**config.mk**
```make
export PLATFORM = sky130hd
export DESIGN_NAME = soft_i2c_slave_ahb
export DESIGN_NICKNAME = d
export VERILOG_FILES = /design/src/rtl/soft_i2c_slave_ahb.sv
export SDC_FILE = /design/constraint.sdc
export NUM_CORES = 1
export LEC_CHECK = 0
export ABC_AREA = 1
export CAP_MARGIN = 20
export CORE_MARGIN = 10
export CORE_UTILIZATION = 54
export DETAILED_ROUTE_END_ITERATION = 16
export PLACE_DENSITY = 0.87
export SKIP_CTS_REPAIR_TIMING = 1
export SYNTH_ARGS = -nofsm -noshare
export SYNTH_HDL_FRONTEND = slang
export SYNTH_SLANG_ARGS = --single-unit
export TNS_END_PERCENT = 100
```
**constraint.sdc**
```tcl
create_clock -name clk_i -period 2.23 [get_ports clk_i]
set_clock_uncertainty 0.05 [all_clocks]
set_input_delay 0.3345 -clock clk_i [delete_from_list [all_inputs] [get_ports clk_i]]
set_output_delay 0.3345 -clock clk_i [all_outputs]
set_load 0.02 [all_outputs]
```
**src/rtl/soft_i2c_slave_ahb.sv**
```systemverilog
// I2C target terminating the soft-I2C AHB-bridge protocol: 16-byte register window plus AHB request pulses.
// Build option SOFT_I2C_SLAVE_GLITCH_FILTER_EN inserts a 3-sample majority filter on SCL/SDA.
//
// state     | meaning
// IDLE      | ignore bus until START (also the hold after NACK or a foreign address)
// ADDR      | shift in 7-bit address + R/W
// ADDR_ACK  | drive address ACK
// REG       | shift in register pointer
// REG_ACK   | drive pointer ACK
// WDATA     | shift in write byte
// WDATA_ACK | drive write-byte ACK
// RDATA     | shift out reg[pointer]
// RDATA_ACK | sample master ACK/NACK
module soft_i2c_slave_ahb #(
  parameter logic [6:0]  DEV_ADDR = 7'h66,
  parameter int unsigned REG_AW   = 4
) (
  input  logic        clk_i,
  input  logic        rst_ni,
  input  logic        scl_i,
  input  logic        sda_i,
  output logic        sda_o,
  output logic        sda_oe_o,
  output logic [31:0] ahb_waddr_o,
  output logic [31:0] ahb_wdata_o,
  output logic [31:0] ahb_raddr_o,
  output logic        ahb_wr_req_o,
  output logic        ahb_rd_req_o,
  input  logic [31:0] ahb_rdata_i,
  input  logic        ahb_rdata_vld_i,
  output logic        busy_o
);
  localparam int unsigned       NREG     = 2 ** REG_AW;
  localparam logic [REG_AW-1:0] WREQ_IDX = REG_AW'(7);
  localparam logic [REG_AW-1:0] RREQ_IDX = REG_AW'(11);
  localparam logic [REG_AW-1:0] RO_BASE  = REG_AW'(12);

  typedef enum logic [3:0] {
    IDLE, ADDR, ADDR_ACK, REG, REG_ACK, WDATA, WDATA_ACK, RDATA, RDATA_ACK
  } state_e;

  logic [1:0] scl_sync, sda_sync;
  logic       scl_c, sda_c;
  logic       scl_q, sda_q;

  // bus idles high, so synchronizers reset to 1 to avoid a phantom edge
  always_ff @(posedge clk_i or negedge rst_ni) begin
    if (!rst_ni) begin
      scl_sync <= 2'b11;
      sda_sync <= 2'b11;
    end else begin
      scl_sync <= {scl_sync[0], scl_i};
      sda_sync <= {sda_sync[0], sda_i};
    end
  end

`ifdef SOFT_I2C_SLAVE_GLITCH_FILTER_EN
  logic [1:0] scl_hist, sda_hist;

  always_ff @(posedge clk_i or negedge rst_ni) begin
    if (!rst_ni) begin
      scl_hist <= 2'b11;
      sda_hist <= 2'b11;
      scl_c    <= 1'b1;
      sda_c    <= 1'b1;
    end else begin
      scl_hist <= {scl_hist[0], scl_sync[1]};
      sda_hist <= {sda_hist[0], sda_sync[1]};
      scl_c    <= (scl_sync[1] & scl_hist[0]) | (scl_sync[1] & scl_hist[1]) | (scl_hist[0] & scl_hist[1]);
      sda_c    <= (sda_sync[1] & sda_hist[0]) | (sda_sync[1] & sda_hist[1]) | (sda_hist[0] & sda_hist[1]);
    end
  end
`else
  assign scl_c = scl_sync[1];
  assign sda_c = sda_sync[1];
`endif

  always_ff @(posedge clk_i or negedge rst_ni) begin
    if (!rst_ni) begin
      scl_q <= 1'b1;
      sda_q <= 1'b1;
    end else begin
      scl_q <= scl_c;
      sda_q <= sda_c;
    end
  end

  logic scl_rise, scl_fall, start_det, stop_det;
  assign scl_rise  = scl_c & ~scl_q;
  assign scl_fall  = ~scl_c & scl_q;
  assign start_det = scl_c & scl_q & sda_q & ~sda_c;
  assign stop_det  = scl_c & scl_q & ~sda_q & sda_c;

  state_e            state;
  logic [2:0]        bit_cnt;
  logic              byte_done;
  logic [7:0]        rx, tx;
  logic              rw, mack;
  logic [REG_AW-1:0] ptr;
  logic [7:0]        regs [NREG];
  logic              shifting;

  assign shifting = (state == ADDR) || (state == REG) || (state == WDATA) || (state == RDATA);

  always_ff @(posedge clk_i or negedge rst_ni) begin
    if (!rst_ni) begin
      state        <= IDLE;
      bit_cnt      <= 3'd7;
      byte_done    <= 1'b0;
      rx           <= '0;
      tx           <= '0;
      rw           <= 1'b0;
      mack         <= 1'b0;
      ptr          <= '0;
      sda_oe_o     <= 1'b0;
      busy_o       <= 1'b0;
      ahb_wr_req_o <= 1'b0;
      ahb_rd_req_o <= 1'b0;
      for (int i = 0; i < NREG; i++) regs[i] <= '0;
    end else begin
      ahb_wr_req_o <= 1'b0;
      ahb_rd_req_o <= 1'b0;
      if (start_det) begin
        state     <= ADDR;
        bit_cnt   <= 3'd7;
        byte_done <= 1'b0;
        sda_oe_o  <= 1'b0;
      end else if (stop_det) begin
        state    <= IDLE;
        sda_oe_o <= 1'b0;
        busy_o   <= 1'b0;
      end else begin
        if (scl_rise) begin
          if (shifting && !byte_done) begin
            rx <= {rx[6:0], sda_c};
            if (bit_cnt == 3'd0) byte_done <= 1'b1;
            else                 bit_cnt   <= bit_cnt - 3'd1;
          end
          if (state == RDATA_ACK) mack <= sda_c;
        end
        // the fall after the last data bit is where each byte is acted upon
        if (scl_fall) begin
          case (state)
            ADDR: if (byte_done) begin
              if (rx[7:1] == DEV_ADDR) begin
                sda_oe_o <= 1'b1;
                rw       <= rx[0];
                busy_o   <= 1'b1;
                state    <= ADDR_ACK;
              end else begin
                busy_o <= 1'b0;
                state  <= IDLE;
              end
            end
            ADDR_ACK: begin
              bit_cnt   <= 3'd7;
              byte_done <= 1'b0;
              if (rw) begin
                tx       <= regs[ptr];
                sda_oe_o <= ~regs[ptr][7];
                state    <= RDATA;
              end else begin
                sda_oe_o <= 1'b0;
                state    <= REG;
              end
            end
            REG: if (byte_done) begin
              ptr      <= rx[REG_AW-1:0];
              sda_oe_o <= 1'b1;
              state    <= REG_ACK;
            end
            REG_ACK, WDATA_ACK: begin
              sda_oe_o  <= 1'b0;
              bit_cnt   <= 3'd7;
              byte_done <= 1'b0;
              state     <= WDATA;
            end
            WDATA: if (byte_done) begin
              if (ptr < RO_BASE) regs[ptr] <= rx;
              ahb_wr_req_o <= (ptr == WREQ_IDX);
              ahb_rd_req_o <= (ptr == RREQ_IDX);
              ptr          <= ptr + REG_AW'(1);
              sda_oe_o     <= 1'b1;
              state        <= WDATA_ACK;
            end
            RDATA: begin
              if (byte_done) begin
                sda_oe_o <= 1'b0;
                ptr      <= ptr + REG_AW'(1);
                state    <= RDATA_ACK;
              end else begin
                tx       <= {tx[6:0], 1'b0};
                sda_oe_o <= ~tx[6];
              end
            end
            RDATA_ACK: begin
              if (!mack) begin
                tx        <= regs[ptr];
                sda_oe_o  <= ~regs[ptr][7];
                bit_cnt   <= 3'd7;
                byte_done <= 1'b0;
                state     <= RDATA;
              end else begin
                sda_oe_o <= 1'b0;
                state    <= IDLE;
              end
            end
            default: ;
          endcase
        end
      end
      // read-data window; an in-flight read byte already sits in tx
      if (ahb_rdata_vld_i) begin
        regs[12] <= ahb_rdata_i[31:24];
        regs[13] <= ahb_rdata_i[23:16];
        regs[14] <= ahb_rdata_i[15:8];
        regs[15] <= ahb_rdata_i[7:0];
      end
    end
  end

  assign sda_o       = 1'b0;
  assign ahb_waddr_o = {regs[0], regs[1], regs[2], regs[3]};
  assign ahb_wdata_o = {regs[4], regs[5], regs[6], regs[7]};
  assign ahb_raddr_o = {regs[8], regs[9], regs[10], regs[11]};

endmodule

```
Word level (Yosys, flattened, before mapping)
Cells that the tools add are included.
- multipliers: 0
- equal/unequal tests: 25
- shift operators: 0
- magnitude comparators: 3
- muxes and demuxes: 72
- $add $sub $neg: 2
- reductions and logical operators: 33
- bitwise operators: 16
- divide/modulo/power cells: 0
- operators by type and width (kind ; count):
    $mux W32 ; 7
    $bwmux W128 ; 1
    $mux W4 ; 9
    $bmux W8 S4 ; 1
    $demux W8 S4 ; 1
    $mux W1 ; 31
    $reduce_and A6 Y1 ; 5
    $pmux W4 S7 ; 1
    $mux W3 ; 9
    $mux W8 ; 3
    $mux W7 ; 3
    $pmux W7 S3 ; 1
    $eq A4 B3 Y1 const B ; 5
    $ne A4 B4 Y1 const B ; 4
    $reduce_bool A2 Y1 ; 8
    $ne A2 B2 Y1 const B ; 7
    $reduce_and A4 Y1 ; 3
    $reduce_bool A9 Y1 ; 1
    $eq A4 B2 Y1 const B ; 2
    $eq A4 B4 Y1 const B ; 2
    $not A1 Y1 ; 8
    $pmux W4 S2 ; 1
    $reduce_bool A8 Y1 ; 1
    $and A1 B1 Y1 ; 7
    24 further kinds ; 30
- bits in registers: 167
- logic and storage cells: 183
- output and inout port bits: 101
- bits in read-only memories: 0
- bits in latches: 0
- memories kept: 0
- bits of input ports: 37
- memory bits (writable): 0

Depth between registers and ports, before layout
Gate-level depths: netlist (run 1).
- depth in word-level cells: 13
- depth in mapped cells: 12

Least setup slack after synthesis (run 1)
OpenSTA, ideal clock, no wires.
- kind: reg-to-reg
- start point: reg ptr[1]
- end point: reg regs (netlist bit ahb_raddr_o[30])
- stages on the path, launching flop included: 9
- slack: 0.364 ns
- data required time: 2.047 ns
- arrival time: 1.683 ns
- cells stage by stage: dfrtp_1 > clkbuf_1 > inv_1 > buf_1 > ha_1 > nand3_1 > buf_6 > nand2_1 > o21ai_0
- cells in the longest elaborated chain, start to end: 6
- elaborated cells on any way between the ends: 9
- RTL lines (what ; RTL line ; text):
    from (decl) ; 99 ; logic [REG_AW-1:0] ptr;
    from (signal assigned) ; 168 ; ptr <= rx[REG_AW-1:0];
    from (signal assigned) ; 182 ; ptr <= ptr + REG_AW'(1);
    from (signal assigned) ; 189 ; ptr <= ptr + REG_AW'(1);
    $not A4 Y5 (implied by the code) ; 179 ; if (ptr < RO_BASE) regs[ptr] <= rx;
    $ge A5 B5 Y1 (implied by the code) or $lt A5 B1 Y1 (tied branches) ; 179 ;
    $logic_and A1 B1 Y1 (implied by the code) ; 179 ;
    $mux W8 (implied by the code) ; 179 ;
    $demux W8 S4 ; 179 ;
    $bwmux W128 ; 179 ;
    to (signal, indexed assignment) ; 179 ;
    to (decl) ; 100 ; logic [7:0] regs [NREG];
Parallel ways exist; a longest one is shown, timed or not.
A chain may end at the register's enable or synchronous reset.

Final worst setup path (run 1)
- start point: reg scl_q
- end point: reg regs (netlist bit ahb_raddr_o[12])
- cells in the longest elaborated chain, start to end: 5
- elaborated cells on any way between the ends: 9
- RTL lines (what ; RTL line ; text):
    from (decl) ; 44 ; logic scl_q, sda_q;
    from (signal assigned) ; 83 ; scl_q <= scl_c;
    $and A1 B1 Y1 ; 91, 92 ;
    $and A1 B1 Y1 (on tied branches) (2 in series) ; 92, 91 ;
    $not A1 Y1 (no line) ; -- ;
    $reduce_and A6 Y1 (no line) * ; -- ;
Mark *: on every way between the ends. The rest lies on a longest branch, timed or not.

==> key figures, run 1 <==
Finish
  • Synthesis-to-finish area growth: 18.50%
  • Layout cells sized above 1: 0.08947
  • Design Area, Final: 10280 µm²
  • Most frequent cells in the layout: 281 x nand2_1, 172 x o21ai_0, 157 x dfrtp_1
  • Commonest non-fill, non-tap cell in the layout: nand2_1
  • Antenna diode count: 0
  • Final nets: 1171

Synthesis
  • Sequential fraction of the synthesis area: 0.4828
  • Top cells by area, synth: dfrtp_1 46%, nand2_1 12%, o21ai_0 9.9%
  • Yosys warning total: 0
  • Cell area after synthesis: 8678 µm²
  • Cell count after synthesis: 1084
  • Post-Syn Nets: 1128
  • Top-area cell type share of the netlist area: 0.4556
  • Unique masters post-synth: 30
  • Yosys reg bits: 167
  • Post-synth top area cell: dfrtp_1
  • Mean Syn Cell Area: 8.006 µm²

STA
  • Setup tns final: 0 ns
  • F_max: 484.7 MHz
  • Fin crit share: 0.9252
  • # setup viols final: 0
  • Slew at the pin closest to its max-slew limit: 0.6317 ns
  • Final Max Slew Viols: 0
  • Slew headroom: 0.5789
  • Worst Setup Slack, final: 0.1668 ns
  • Final Hold Viols: 0
  • Final worst path period need: 2.063 ns
  • RSZ-0062 raised after global routing: no

Floorplan
  • I/O pins: 138
  • Die Wd: 146.8 µm
  • DIE AREA: 21540 µm²
  • Die Ht: 146.8 µm
  • Placement Rows: 46
  • Core Footprint: 15830 µm²
  • Initial Util: 0.5483

Routing
  • WL per Instance: 17.70 µm
  • DRT antenna net count: 0
  • Via density: 5.497
  • DRC viols: 0
  • WL final: 24.00 mm
  • DR iter-0 viols: 865
  • Vias: 7454
  • Pre-Repair DR Iteration Count: 5

Place
  • Port Buf Inserts: 136
  • Pre-CTS setup slack: 0.2290 ns
  • Post-DP HPWL: 16.66 mm
  • Final GP Congestion: 0.8989
  • Area post-placement: 9635 µm²

Critical path
  • CP Data Arrival Time: 2.29 ns
  • Worst r2r path cells: 8
  • FF-to-FF Start: scl_q
  • Crit path kind: reg -> reg
  • Crit start category: flip-flop
  • Setup crit end kind: flip-flop
  • CP most frequent cell: nand2_1
  • Reg2Reg Setup Slack: 0.17 ns
  • Crit-path max FO: 16
  • Req. time, crit path: 2.45 ns
  • Reg2reg end: ahb_raddr_o[12]
  • Max incr delay on CP: 0.53 ns
  • Cell Chain, Critical Path: inv_1 > nor2_1 > nand2_1 > nor3_4 > nand3_1 > buf_4 > nand2_1 > o21ai_0
  • CP max-delay cell: dfstp_2

Pwr
  • Worst VDD drop: 0.7089 mV
  • Pwr dens: 868.0 nW/µm²
  • Total chip power: 8.926 mW
  • Pleak: 4.686 nW

Clocking
  • Clk buf depth: 2
  • H-tree Lvls: 4
  • Reg clk slew, reported paths: 0.06 ns
  • # clock sinks: 167
  • CTS buffer count: 17
  • Worst skew pair latency: 0.43 ns
  • Clock root buffer: clkbuf_16
  • CTS tree: built

GRT
  • Largest net degree at the start of global routing: 66
  • Initial antenna violation count: 0
  • Grt ovf: 0
  • GRT Resource Usage Total: 0.2217
  • Global-route wire length before repair: 38.49 mm
  • Via count of the first global-routing pass: 7063

Run
  • # Max-Cap Violations: 0

Outcome
  • Run status: finished, final reports clean

Worst hold path
  • Hold_sp: sda_i
  • Hold crit path type: in -> reg
  • Hold Crit Endpoint: sda_sync[0]
  • Hold Path Stages: 1
cell type report:
cell class                      instances  area (µm²)
Fill cell                            1255        5544
Sequential cell                       167        4192
Multi-Input combinational cell        691        3202
Timing Repair Buffer                  173        1693
Clock buffer                           25       525.5
Inverter                               77       289.0
Tap cell                              216       270.3
Clock inverter                          7       112.6
metal layers:
layer,vias up,GRT usage,part of all wire
met5,-,0,0
met4,0,0.07558,0.022
met3,46,0.05866,0.091
met2,408,0.3530,0.48
met1,3527,0.2867,0.41
li1,3473,-,-
state kept, by name, summed over array words and instances, names as in the netlist, 2 cells and up:
register,count
ahb_raddr_o,32
ahb_waddr_o,32
ahb_wdata_o,32
regs,32
rx,8
tx,7
ptr,4
state,4
bit_cnt,3
scl_sync,2
sda_sync,2
how the worst max path moves through the flow:
stage,start,end,cells past startpoint
final,scl_q,ahb_raddr_o[12],8
after global routing,scl_q,ahb_waddr_o[11],8
after CTS,scl_q,ahb_raddr_o[12],7
after detailed placement,scl_q,ahb_waddr_o[27],8
after global placement,scl_q,ahb_wdata_o[28],8
after floorplan,ptr[1],ahb_raddr_o[30],8
worst max-delay path: cells and delay by family, from the launching register on:
kind,cells,cell delay [ns]
AOI/OAI and AO/OA,1,0.10
buffers and inverters,2,0.25
and+or+nand+nor,5,0.97
DFF,1,0.53
synthesized netlist by cell type, drive strengths merged:
master  count
conb        1
clkbuf     34
nand3      51
a21boi      1
nand4       5
ha          7
o211ai      3
o21ai     179
clkinv      1
inv        76
a211oi      1
nand2     281
a21oi      23
nand3b      2
dfrtp     158
nor2      105
o22ai       2
o21bai      1
buf       115
dfstp       9
nor3        7
mux2       20
xor2        2
logic make-up after synthesis:
logic type	Yosys count	synth area share
simple gates	451	0.2073
buf+inv	226	0.1482
compound gates	210	0.1231
flops	167	0.4828
mux	20	0.02595
fa+ha+maj	7	0.01009
xor+xnor	2	0.002019
other cells	1	0.0004321
power breakdown:
group	total (mW)	switching (mW)	internal, mW
registers	3.41	0.165	3.24
logic	2.38	1.62	0.754
clock network	3.14	1.18	1.97
through the flow:
step / hold WS [ns] / util / cells
floorplan: -0.01109 / - / 1084
global placement: 0.2979 / 0.6088 / 1323
detailed placement: 0.2987 / 0.6088 / 1323
CTS: -0.1303 / 0.6491 / 1355
global route: 0.2606 / 0.6497 / 1356
finish: 0.2615 / 0.6497 / 1356
(Power assumes the default switching activity.)
==> run 2, diff against run 1 <==
- CELL_PAD_IN_SITES_DETAIL_PLACEMENT: default -> 1
- CELL_PAD_IN_SITES_GLOBAL_PLACEMENT: default -> 1
- CORE_UTILIZATION: 54 -> 40
==> run 2 against run 1 <==
  * Design area grew 0.90%
  * Non-clock buffer count up 5
  * Final cell count is 4.7% higher
==> key figures, run 2 (synthesis gave the netlist of run 1 again) <==
Pwr
  • Comb pwr share: 0.285 (+0.019)
  • Worst VDD drop: 0.5244 mV (-26%)
  • Internal: 5.645 mW (-5.3%)
  • Flop pwr share: 0.383 (about the same)
  • NetSw: 3.339 mW (+13%)
  • Clock Power Share: 0.332 (-0.020)
  • Pwr dens: 865.8 nW/µm² (-0.26%)
  • Sw Share: 0.3716 (+0.03969)
  • Pleak: 4.684 nW (about the same)

Worst hold path
  • Hold Crit Endpoint: sda_sync[0]
  • Hold_sp: sda_i
  • Hold crit path type: in -> reg
  • Hold Path Stages: 1 (unchanged)

Finish
  • Synthesis-to-finish area growth: 19.56%
  • Commonest non-fill, non-tap cell in the layout: nand2_1
  • Most frequent cells in the layout: 281 x nand2_1, 172 x o21ai_0, 157 x dfrtp_1
  • Area of the multi-input gates: 3202 µm² (unchanged)
  • Antenna diode count: 0 (unchanged)
  • Reg area: 4192 µm² (unchanged)
  • Layout cells sized above 1: 0.09432 (+0.004849)
  • Filler cell count: 2521 (+100%)
  • Final nets: 1176 (+0.43%)

STA
  • # setup viols final: 0 (unchanged)
  • Final Hold Viols: 0 (unchanged)
  • RSZ-0062 raised after global routing: no
  • Slew at the pin closest to its max-slew limit: 0.6729 ns (+0.04120 ns)
  • Fin crit share: 0.9080 (-0.01724)
  • Slew headroom: 0.5509 (-0.02796)
  • Final Hold Slack: 0.2541 ns (-0.007322 ns)
  • Final Max Slew Viols: 0 (unchanged)
  • F_max: 493.9 MHz (+1.9%)
  • Final worst path period need: 2.025 ns (-0.03845 ns)
  • Setup tns final: 0 ns (unchanged)

Clocking
  • Clk buf depth: 2 (unchanged)
  • Worst skew pair latency: 0.44 ns (about the same)
  • Clock root buffer: clkbuf_16
  • # clock sinks: 167 (unchanged)
  • CTS tree: built
  • Reg clk slew, reported paths: 0.07 ns (about the same)
  • CTS buffer count: 17 (unchanged)
  • H-tree Lvls: 4 (unchanged)

Outcome
  • Run status: finished, final reports clean

Floorplan
  • Die Wd: 167.3 µm (+14%)
  • Die Ht: 167.3 µm (+14%)
  • Initial Util: 0.4102 (-0.1381)
  • Core Footprint: 21150 µm² (+34%)
  • Placement Rows: 53 (+15%)
  • DIE AREA: 27990 µm² (+30%)
  • I/O pins: 138 (unchanged)

Critical path
  • Crit path kind: reg -> reg
  • FF-to-FF Start: scl_q
  • Req. time, crit path: 2.45 ns (about the same)
  • Crit start category: flip-flop
  • Setup crit end kind: flip-flop
  • Reg2Reg Setup Slack: 0.21 ns (+0.04 ns)
  • Crit-path max FO: 16 (unchanged)
  • Reg2reg end: ahb_wdata_o[8]
  • CP Data Arrival Time: 2.24 ns (-0.05 ns)
  • Worst r2r path cells: 9 (+1)

GRT
  • Initial antenna violation count: 0 (unchanged)
  • Grt ovf: 0 (unchanged)
  • Largest net degree at the start of global routing: 51 (-23%)
  • Global-route wire length before repair: 45.36 mm (+18%)
  • Via count of the first global-routing pass: 7992 (+13%)
  • GRT Resource Usage Total: 0.2005 (-0.02117)

Routing
  • WL final: 28.67 mm (+19%)
  • DRC viols: 0 (unchanged)
  • WL per Instance: 20.19 µm (+14%)
  • DRT antenna net count: 0 (unchanged)
  • Via density: 5.294 (-3.7%)
  • Pre-Repair DR Iteration Count: 5 (unchanged)
  • DR iter-0 viols: 612 (-29%)
  • Vias: 7517 (+0.85%)

Place
  • Post-DP HPWL: 20.43 mm (+23%)
  • Final GP Congestion: 0.8683 (-3.4%)
  • Port Buf Inserts: 136 (unchanged)

Run
  • # Max-Cap Violations: 0 (unchanged)
[run 2: cell types whose count changed in the layout (fill, tap and decap cells not counted)]
cell,before,now
bufinv_16,3,1
buf_12,4,7
clkinv_2,3,1
clkinv_4,0,1
inv_6,0,6
inv_8,0,4
buf_4,32,34
clkbuf_8,7,0
clkbuf_1,1,0
clkinvlp_4,1,2
[run 2: how the worst max path moves through the flow]
| stage | slack (ns) | cells after the start | endpoint | startpoint |
|---|---|---|---|---|
| 2_1_floorplan | 0.36 | 8 | ahb_raddr_o[30] | ptr[1] |
| 3_3_place_gp | 0.26 | 8 | ahb_raddr_o[16] | scl_q |
| 3_5_place_dp | 0.13 | 8 | ahb_wdata_o[8] | scl_q |
| 4_1_cts | 0.1 | 8 | ahb_wdata_o[8] | scl_q |
| 5_1_grt | 0.08 | 8 | ahb_raddr_o[21] | scl_q |
| 6_report | 0.21 | 9 | ahb_wdata_o[8] | scl_q |
[run 2: cell type report]
cell class                      instances  share of cell area
Timing Repair Buffer                  178              0.1704
Sequential cell                       167              0.4040
Inverter                               77             0.02785
Tap cell                              275             0.03316
Clock buffer                           17             0.04100
Multi-Input combinational cell        691              0.3086
Clock inverter                         15             0.01507
[run 2: critical path, stage by stage, from the launching register on]
cell,delay (ns)
dfstp_2,0.53
inv_1,0.05
nor2_1,0.18
nand2_1,0.17
nor3_4,0.25
buf_12,0.15
nand3_1,0.08
buf_4,0.21
nand2_1,0.08
o21ai_0,0.11
[run 2: power by group through the flow]
stage | Combinational (mW) | Clock, mW | Sequential [mW]
after detailed placement | 2.52 | 0 | 3.49
after global routing | 2.83 | 3.15 | 3.46
after floorplan | 1.55 | 0 | 3.41
final | 2.56 | 2.98 | 3.44
after global placement | 2.42 | 0 | 3.48
after CTS | 2.56 | 3.03 | 3.44
[run 2: per-layer routing]
metal,up-vias,share of wire,track usage
li1,3467,-,-
met1,3782,0.42,0.2472
met2,231,0.50,0.3396
met3,37,0.061,0.04611
met4,0,0.019,0.06321
met5,-,0,0
[run 2: metrics by stage]
stage / cells / worst slack, ns / cell area [µm²] / power [mW] / utilization
3_5_place_dp: 1386 / 0.1327 / 9764 / 6.017 / 0.4616
3_3_place_gp: 1386 / 0.2634 / 9764 / 5.899 / 0.4616
2_1_floorplan: 1084 / 0.3644 / 8678 / 4.951 / -
5_1_grt: 1420 / 0.08203 / 10380 / 9.441 / 0.4905
6_report: 1420 / 0.2052 / 10380 / 8.983 / 0.4905
4_1_cts: 1418 / 0.09904 / 10350 / 9.026 / 0.4891
